===== src/rtl/imem_sync_pkg.sv =====
// Shared definitions for the synchronous instruction memory.
//   INST_BUS_LENGTH  : instruction word width
//   INST_ADDR_LENGTH : fetch / boot-load word address width
//   IMEM_NOP         : word returned for out-of-range fetches
//   imem_state_e     : controller states (boot-load, fetch, drain before reload)
package imem_sync_pkg;

    localparam int unsigned INST_BUS_LENGTH  = 16;
    localparam int unsigned INST_ADDR_LENGTH = 8;

    localparam logic [INST_BUS_LENGTH-1:0] IMEM_NOP = 16'h0000;

    typedef enum logic [1:0] {
        IMEM_BOOT  = 2'd0,
        IMEM_RUN   = 2'd1,
        IMEM_DRAIN = 2'd2
    } imem_state_e;

    // True when a word address falls inside the implemented array.
    function automatic logic addr_in_range(input logic [31:0] addr, input int unsigned depth);
        return addr < depth;
    endfunction

endpackage


===== src/rtl/imem_ram_sp.sv =====
// Single-port synchronous RAM with registered read.
// Ports:
//   clk_i    : clock, rising edge
//   rst_i    : asynchronous active-high reset (read register only; array is never cleared)
//   en_i     : port enable (read when we_i=0, write when we_i=1)
//   we_i     : write enable
//   addr_i   : word address, must be < DEPTH when en_i=1
//   wdata_i  : write data
//   rdata_o  : read data, valid the cycle after a read, held until the next read
module imem_ram_sp
    import imem_sync_pkg::*;
#(
    parameter int unsigned DATA_W = INST_BUS_LENGTH,
    parameter int unsigned DEPTH  = 256,
    parameter int unsigned AW     = (DEPTH > 1) ? $clog2(DEPTH) : 1
) (
    input  logic              clk_i,
    input  logic              rst_i,
    input  logic              en_i,
    input  logic              we_i,
    input  logic [AW-1:0]     addr_i,
    input  logic [DATA_W-1:0] wdata_i,
    output logic [DATA_W-1:0] rdata_o
);

    logic [DATA_W-1:0] mem [DEPTH];
    logic [DATA_W-1:0] rdata_q;

    always_ff @(posedge clk_i) begin
        if (en_i && we_i) begin
            mem[addr_i] <= wdata_i;
        end
    end

    always_ff @(posedge clk_i or posedge rst_i) begin
        if (rst_i) begin
            rdata_q <= '0;
        end else if (en_i && !we_i) begin
            rdata_q <= mem[addr_i];
        end
    end

    assign rdata_o = rdata_q;

endmodule


===== src/rtl/imem_sync.sv =====
// Synchronous instruction memory with boot-load port and valid/ready fetch interface.
// Ports:
//   clk_i, rst_i        : clock (rising edge), asynchronous active-high reset
//   ld_valid_i/addr/data: boot-load write strobe, word address, word (BOOT only)
//   ld_done_i           : leave BOOT and start serving fetches
//   reload_i            : return to BOOT once in-flight responses are gone
//   ld_count_o          : words accepted since entering BOOT (saturating)
//   running_o           : high while serving fetches
//   req_valid_i/ready_o : fetch request handshake, PC_i is the word address
//   flush_i             : drop every in-flight and held response
//   resp_valid_o/ready_i: response handshake, inst_o/err_o held while stalled
//   err_o               : response came from an address >= DEPTH (inst_o = NOP_WORD)
module imem_sync
    import imem_sync_pkg::*;
#(
    parameter int unsigned      DATA_W   = INST_BUS_LENGTH,
    parameter int unsigned      ADDR_W   = INST_ADDR_LENGTH,
    parameter int unsigned      DEPTH    = 256,
    parameter int unsigned      RD_LAT   = 1,
    parameter logic [DATA_W-1:0] NOP_WORD = DATA_W'(IMEM_NOP)
) (
    input  logic              clk_i,
    input  logic              rst_i,
    input  logic              ld_valid_i,
    input  logic [ADDR_W-1:0] ld_addr_i,
    input  logic [DATA_W-1:0] ld_data_i,
    input  logic              ld_done_i,
    input  logic              reload_i,
    output logic [ADDR_W:0]   ld_count_o,
    output logic              running_o,
    input  logic              req_valid_i,
    output logic              req_ready_o,
    input  logic [ADDR_W-1:0] PC_i,
    input  logic              flush_i,
    output logic              resp_valid_o,
    input  logic              resp_ready_i,
    output logic [DATA_W-1:0] inst_o,
    output logic              err_o
);

    localparam int unsigned RAM_AW  = (DEPTH > 1) ? $clog2(DEPTH) : 1;
    // Total transactions allowed in flight, including the one presented at the output.
    localparam int unsigned MAX_OCC = RD_LAT + 1;
    localparam int unsigned OCC_W   = $clog2(MAX_OCC + 1);
    // The hold FIFO must absorb everything in flight if the consumer stalls.
    localparam int unsigned FIFO_D  = MAX_OCC;
    localparam int unsigned PTR_W   = $clog2(FIFO_D);
    localparam int unsigned CNT_W   = $clog2(FIFO_D + 1);

    imem_state_e state_q, state_d;
    logic [ADDR_W:0] ld_count_q, ld_count_d;
    logic [OCC_W-1:0] occ_q, occ_d, occ_after;

    logic accept, consume, go_boot, kill;
    logic pc_ok, ld_ok, ld_we, rd_en;
    logic [RAM_AW-1:0] ram_addr;
    logic [DATA_W-1:0] ram_rdata;

    logic s1_v_q, s1_err_q;
    logic [DATA_W-1:0] s1_data;

    logic last_v, last_err;
    logic [DATA_W-1:0] last_data;

    logic [DATA_W-1:0] fifo_data_q [FIFO_D];
    logic              fifo_err_q  [FIFO_D];
    logic [PTR_W-1:0]  wr_ptr_q, rd_ptr_q;
    logic [CNT_W-1:0]  cnt_q;
    logic push, pop;

    function automatic logic [PTR_W-1:0] ptr_inc(input logic [PTR_W-1:0] p);
        return (p == PTR_W'(FIFO_D - 1)) ? '0 : p + PTR_W'(1);
    endfunction

    // ------------------------------------------------------------------
    // Handshakes and memory port
    // ------------------------------------------------------------------
    // When occupancy is at its limit the oldest entry is necessarily at the output,
    // so resp_ready_i alone tells whether a slot frees up this cycle.
    assign req_ready_o = (state_q == IMEM_RUN) &&
                         ((occ_q != OCC_W'(MAX_OCC)) || resp_ready_i);
    assign accept      = req_valid_i && req_ready_o;
    assign consume     = resp_valid_o && resp_ready_i;

    assign pc_ok = addr_in_range(32'(PC_i), DEPTH);
    assign ld_ok = addr_in_range(32'(ld_addr_i), DEPTH);

    // Loads and fetches never overlap: loads only in BOOT, fetches only in RUN.
    assign ld_we    = (state_q == IMEM_BOOT) && ld_valid_i && ld_ok;
    assign rd_en    = accept && pc_ok;
    assign ram_addr = ld_we ? ld_addr_i[RAM_AW-1:0] : PC_i[RAM_AW-1:0];

    imem_ram_sp #(
        .DATA_W (DATA_W),
        .DEPTH  (DEPTH),
        .AW     (RAM_AW)
    ) u_ram (
        .clk_i   (clk_i),
        .rst_i   (rst_i),
        .en_i    (ld_we || rd_en),
        .we_i    (ld_we),
        .addr_i  (ram_addr),
        .wdata_i (ld_data_i),
        .rdata_o (ram_rdata)
    );

    // ------------------------------------------------------------------
    // Controller
    // ------------------------------------------------------------------
    assign occ_after = flush_i ? '0 : occ_q - OCC_W'(consume);

    always_comb begin
        state_d    = state_q;
        ld_count_d = ld_count_q;
        go_boot    = 1'b0;
        unique case (state_q)
            IMEM_BOOT: begin
                // Dropped out-of-range writes still count; saturate at 2**ADDR_W.
                if (ld_valid_i && !ld_count_q[ADDR_W]) begin
                    ld_count_d = ld_count_q + (ADDR_W + 1)'(1);
                end
                if (ld_done_i) begin
                    state_d = IMEM_RUN;
                end
            end
            IMEM_RUN: begin
                if (reload_i) begin
                    if ((occ_q == '0) || flush_i) begin
                        go_boot = 1'b1;
                        state_d = IMEM_BOOT;
                    end else begin
                        state_d = IMEM_DRAIN;
                    end
                end
            end
            IMEM_DRAIN: begin
                if (occ_after == '0) begin
                    go_boot = 1'b1;
                    state_d = IMEM_BOOT;
                end
            end
            default: state_d = IMEM_BOOT;
        endcase
        if (go_boot) begin
            ld_count_d = '0;
        end
        occ_d = go_boot ? '0 : occ_after + OCC_W'(accept);
    end

    // Entering BOOT discards the pipeline just like a flush.
    assign kill = flush_i || go_boot;

    always_ff @(posedge clk_i or posedge rst_i) begin
        if (rst_i) begin
            state_q    <= IMEM_BOOT;
            ld_count_q <= '0;
            occ_q      <= '0;
        end else begin
            state_q    <= state_d;
            ld_count_q <= ld_count_d;
            occ_q      <= occ_d;
        end
    end

    // ------------------------------------------------------------------
    // Read pipeline: stage 1 is the RAM read register, optional stage 2
    // ------------------------------------------------------------------
    // A request accepted together with flush_i survives; only older entries die.
    always_ff @(posedge clk_i or posedge rst_i) begin
        if (rst_i) begin
            s1_v_q   <= 1'b0;
            s1_err_q <= 1'b0;
        end else begin
            s1_v_q <= accept && !go_boot;
            if (accept) begin
                s1_err_q <= !pc_ok;
            end
        end
    end

    assign s1_data = s1_err_q ? NOP_WORD : ram_rdata;

    if (RD_LAT == 2) begin : g_lat2
        logic              s2_v_q, s2_err_q;
        logic [DATA_W-1:0] s2_data_q;

        always_ff @(posedge clk_i or posedge rst_i) begin
            if (rst_i) begin
                s2_v_q    <= 1'b0;
                s2_err_q  <= 1'b0;
                s2_data_q <= '0;
            end else begin
                s2_v_q <= s1_v_q && !kill;
                if (s1_v_q) begin
                    s2_err_q  <= s1_err_q;
                    s2_data_q <= s1_data;
                end
            end
        end

        assign last_v    = s2_v_q;
        assign last_err  = s2_err_q;
        assign last_data = s2_data_q;
    end else begin : g_lat1
        assign last_v    = s1_v_q;
        assign last_err  = s1_err_q;
        assign last_data = s1_data;
    end

    // ------------------------------------------------------------------
    // Output hold FIFO. The last pipeline stage is presented directly when
    // the FIFO is empty; if it is not taken that cycle it moves into the
    // FIFO, so the presented word never changes while stalled.
    // ------------------------------------------------------------------
    assign push = last_v && !kill && !((cnt_q == '0) && resp_ready_i);
    assign pop  = (cnt_q != '0) && resp_ready_i && !kill;

    always_ff @(posedge clk_i or posedge rst_i) begin
        if (rst_i) begin
            wr_ptr_q <= '0;
            rd_ptr_q <= '0;
            cnt_q    <= '0;
        end else if (kill) begin
            wr_ptr_q <= '0;
            rd_ptr_q <= '0;
            cnt_q    <= '0;
        end else begin
            if (push) begin
                wr_ptr_q <= ptr_inc(wr_ptr_q);
            end
            if (pop) begin
                rd_ptr_q <= ptr_inc(rd_ptr_q);
            end
            cnt_q <= cnt_q + CNT_W'(push) - CNT_W'(pop);
        end
    end

    always_ff @(posedge clk_i) begin
        if (push) begin
            fifo_data_q[wr_ptr_q] <= last_data;
            fifo_err_q[wr_ptr_q]  <= last_err;
        end
    end

    assign resp_valid_o = (cnt_q != '0) || last_v;
    assign inst_o       = (cnt_q != '0) ? fifo_data_q[rd_ptr_q] : last_data;
    assign err_o        = (cnt_q != '0) ? fifo_err_q[rd_ptr_q]  : last_err;

    assign ld_count_o = ld_count_q;
    assign running_o  = (state_q == IMEM_RUN);

endmodule


===== config.mk =====
export PLATFORM = sky130hd
export DESIGN_NAME = imem_sync
export DESIGN_NICKNAME = d
export VERILOG_FILES = /design/src/rtl/imem_sync_pkg.sv /design/src/rtl/imem_ram_sp.sv /design/src/rtl/imem_sync.sv
export SDC_FILE = /design/constraint.sdc
export NUM_CORES = 2
export LEC_CHECK = 0
export CAP_MARGIN = 20
export CORE_MARGIN = 4
export CORE_UTILIZATION = 45
export CTS_CLUSTER_SIZE = 16
export DETAILED_ROUTE_END_ITERATION = 8
export PLACE_DENSITY = 0.63
export REMOVE_ABC_BUFFERS = 1
export SLEW_MARGIN = 30
export SYNTH_ARGS = -nofsm -noshare
export SYNTH_HDL_FRONTEND = slang
export SYNTH_MEMORY_MAX_BITS = 65536
export SYNTH_SLANG_ARGS = --single-unit

===== constraint.sdc =====
create_clock -name clk_i -period 5.65 [get_ports clk_i]
set_input_delay 0.565 -clock clk_i [delete_from_list [all_inputs] [get_ports clk_i]]
set_output_delay 0.565 -clock clk_i [all_outputs]
set_load 0.005 [all_outputs]

==> impl_results.md <==
- Status: finished, final reports clean
- Clk_lat worst skew: 980 ps
- Initial core utilization: 45.2%
- Unique masters post-synth: 53
- Crit Path Class: reg -> reg
- GP Congestion: 0.888
- Post-CTS setup buffer count: 0
- Worst Path Max Fanout: between 40 and 50
- Post-route DRC: 0
- Fill cell count: 26,900
- Total grt overflow: 0
- Nets: ~9,300
- Slowest cell on crit path: o41ai_1
- Most frequent cells after synthesis: edfxtp_1, a22oi_1, a21oi_1
- Vias in the first global route: between 80,000 and 90,000
- Worst Clk Skew: 62.5 ps
- CP Buf/Inv Count: 4
- Total number of vias: about 90,000
- Fin area: 0.177 mm²
- Delay-heaviest family, CP: compound AO/OA/AOI/OAI gates
- Post-synth top flop: edfxtp_1
- RSZ-0062 raised after global routing: false
- Final hold viol count: 0
- R2R setup slack: around 230 ps
- Relative slew slack: 22.5%
- Hold Path Depth: 1
- IO buf count: 67
- Chip height: 592 µm
- Required @ worst endpoint: 6480 ps
- CTS buffer count: just over 400
- Count leader, synth: edfxtp_1
- Iter 0 DRT Violations: ~13,000
- CTS tree: yes
- Largest net degree at the start of global routing: 168
- ANT nets after route: 0
- Synth area leaders: edfxtp_1, a22oi_1, a21oi_1, o41ai_1, clkbuf_1
- FF/Latch Area: about 0.12 mm²
- Sequential area share after synthesis: 81.4%
- DR WL/cell: about 32 µm
- Maximum VDD drop: 0.303 mV
- Clock sinks: between 4,000 and 5,000
- Clock Root Buffer: clkbuf_16
- Htree depth: 5
- Cell Rows: 214
- PD cells: 401 mW/mm²
- IO Pins: 69
- CTS Buffer Depth: 4
- # resized after CTS: 0
- CORE AREA: 0.340 mm²
- Global-route wire length before repair: 644,000 µm
- Final Setup Violations: 0
- Via/cell ratio: 6.38
- Final Cycle Share: 95.9%
- Post-detail-place hpwl: 265,000 µm
- Ratio of cells with drive above 1 in the final layout: approximately 15%
- Post-Place Cell Area: 0.164 mm²
- Largest stage delay on the critical path: 720 ps
- Antenna violations before repair: 29
- HP Start: ld_data_i[2]
- GRT Total Usage: 25.3%
- Synth Instances: 8,705
- LEAKAGE: 54.1 nW
- Arrival @ worst endpoint: 6250 ps
- CP Launch Type: flop
- Multi-input combinational cell area: 0.0264 mm²
- Cell area after synthesis: 0.153 mm²
- Top cell type's share of synthesized area: around four fifths
- Max-slew violations: 0
- Chip Width: 592 µm
- Hold Slack: a little over 70 ps
- Fin Setup TNS: 0 ps
- FF-to-FF End: u_ram.rdata_o[4]
- Reg2reg path depth: 13
- Setup crit end kind: flop
- Hold path endpoint: u_ram.mem[178][2]
- Router iterations before antenna repair: 6
- Reg-to-reg startpoint: state_q[1]
- Clock slew at reported path FFs: 60 ps
- Syn_area_per_cell: about 18 µm²
- Slew @ Worst Pin: around 1200 ps
- Final wirelength: 457,000 µm
- Post-synthesis register bit count: 4,162
- Min Tclk post-route: 5420 ps
- Fmax: 185 MHz
- Die ar.: 0.350 mm²
- Largest area contributor in the netlist: edfxtp_1
- Async S/R FF share, synth: 0.817%
- Max-cap check violation count: 0
- CTS Hold Bufs: 1
- Top cell by count, worst path: buf_4
- Area delta synth->final: 15.5%
- Hold WC Path Type: in -> reg
- EDFF count, synth: between 4,000 and 5,000
- Yosys warnings: 0
- CP Cell Sequence: inv_1, ha_1, nand2_2, buf_4, nand3_1, o21a_4, buf_12, buf_4, a21oi_1, o41ai_1, nand4_1, a221o_1, o32a_1
## registers in the layout, summed over array words and instances, names as in the netlist
signal         flops
cnt_q              2
fifo_data_q       32
last_v             1
ld_count_o         9
occ_q              2
rd_ptr_q           1
state_q            2
u_ram.mem       4096
u_ram.rdata_o     16
wr_ptr_q           1
## layout make-up
class                   instances  area share (%)
flip-flops and latches       4162            70.5
multi-input cells            3873            14.9
clock buffers                 510            6.07
repair buffers                777            4.07
well taps                    4536            3.20
clock inverters               243            1.25
diodes                         26          0.0367
inverters                      16          0.0353
## worst max path at each step
stage | start | end | cells past startpoint
5_1_grt | state_q[1] | u_ram.rdata_o[4] | 13
2_1_floorplan | state_q[1] | u_ram.mem[165][0] | 6
6_report | state_q[1] | u_ram.rdata_o[4] | 13
4_1_cts | state_q[1] | u_ram.rdata_o[4] | 13
3_5_place_dp | ld_valid_i | u_ram.rdata_o[4] | 12
3_3_place_gp | ld_valid_i | u_ram.rdata_o[13] | 13
## metrics by stage
| stage | util [%] | std cells | worst slack (ps) | power (mW) |
|---|---|---|---|---|
| after detailed placement | 48.3 | 13400 | 174 | 45.1 |
| after floorplan | - | 8051 | -20100 | 41.6 |
| after CTS | 52.1 | 14100 | 549 | 71.2 |
| after global placement | 48.2 | 13400 | -397 | 44.9 |
| final | 52.2 | 14100 | 232 | 71.1 |
| after global routing | 52.2 | 14100 | 220 | 73.2 |
## layer usage
layer	part of all wire, %	global-route usage [%]	vias to the layer above
li1	-	-	37600
met1	38	34.3	46300
met2	47	39.7	5428
met3	10	5.44	880
met4	4.7	11.1	14
met5	0.021	0	-
## layout by cell type, fill, tap and decap left out, drive strengths merged, types with 26 or more instances in the layout
cell           Yosys  routed
edfxtp          4128    4128
a22oi           1928    1928
a21oi            994     994
buf              216     723
clkbuf           438     510
nor2             307     307
o41ai            236     236
clkinv             0     185
a22o              61      61
a221oi            60      60
clkdlybuf4s50      0      51
a41oi             49      49
nand2             37      37
dfrtp             34      34
inv               16      33
o22ai             31      31
bufinv             0      31
diode              0      26
o21ai             26      26
## cells by family (layout without fill, tap and decap cells)
| logic type | Yosys count | in the layout | share of synthesized area [%] |
|---|---|---|---|
| buffers and inverters | 670 | 1546 | 1.80 |
| DFF | 4162 | 4162 | 81.4 |
| xor gates and xnor gates | 13 | 13 | 0.0742 |
| muxes | 16 | 16 | 0.104 |
| AOI/OAI and AO/OA | 3423 | 3423 | 15.5 |
| other | 1 | 27 | 0.00244 |
| and+or+nand+nor | 411 | 411 | 1.13 |
| adders and majority gates | 9 | 9 | 0.0734 |
## power breakdown
group          total (mW)  internal, mW  switching [mW]
sequential           34.3          34.2           0.193
combinational        10.3          3.07            7.20
clock                26.5          15.0            11.5
total                71.1          52.2            18.9
Power figures use the tool's default switching activity.
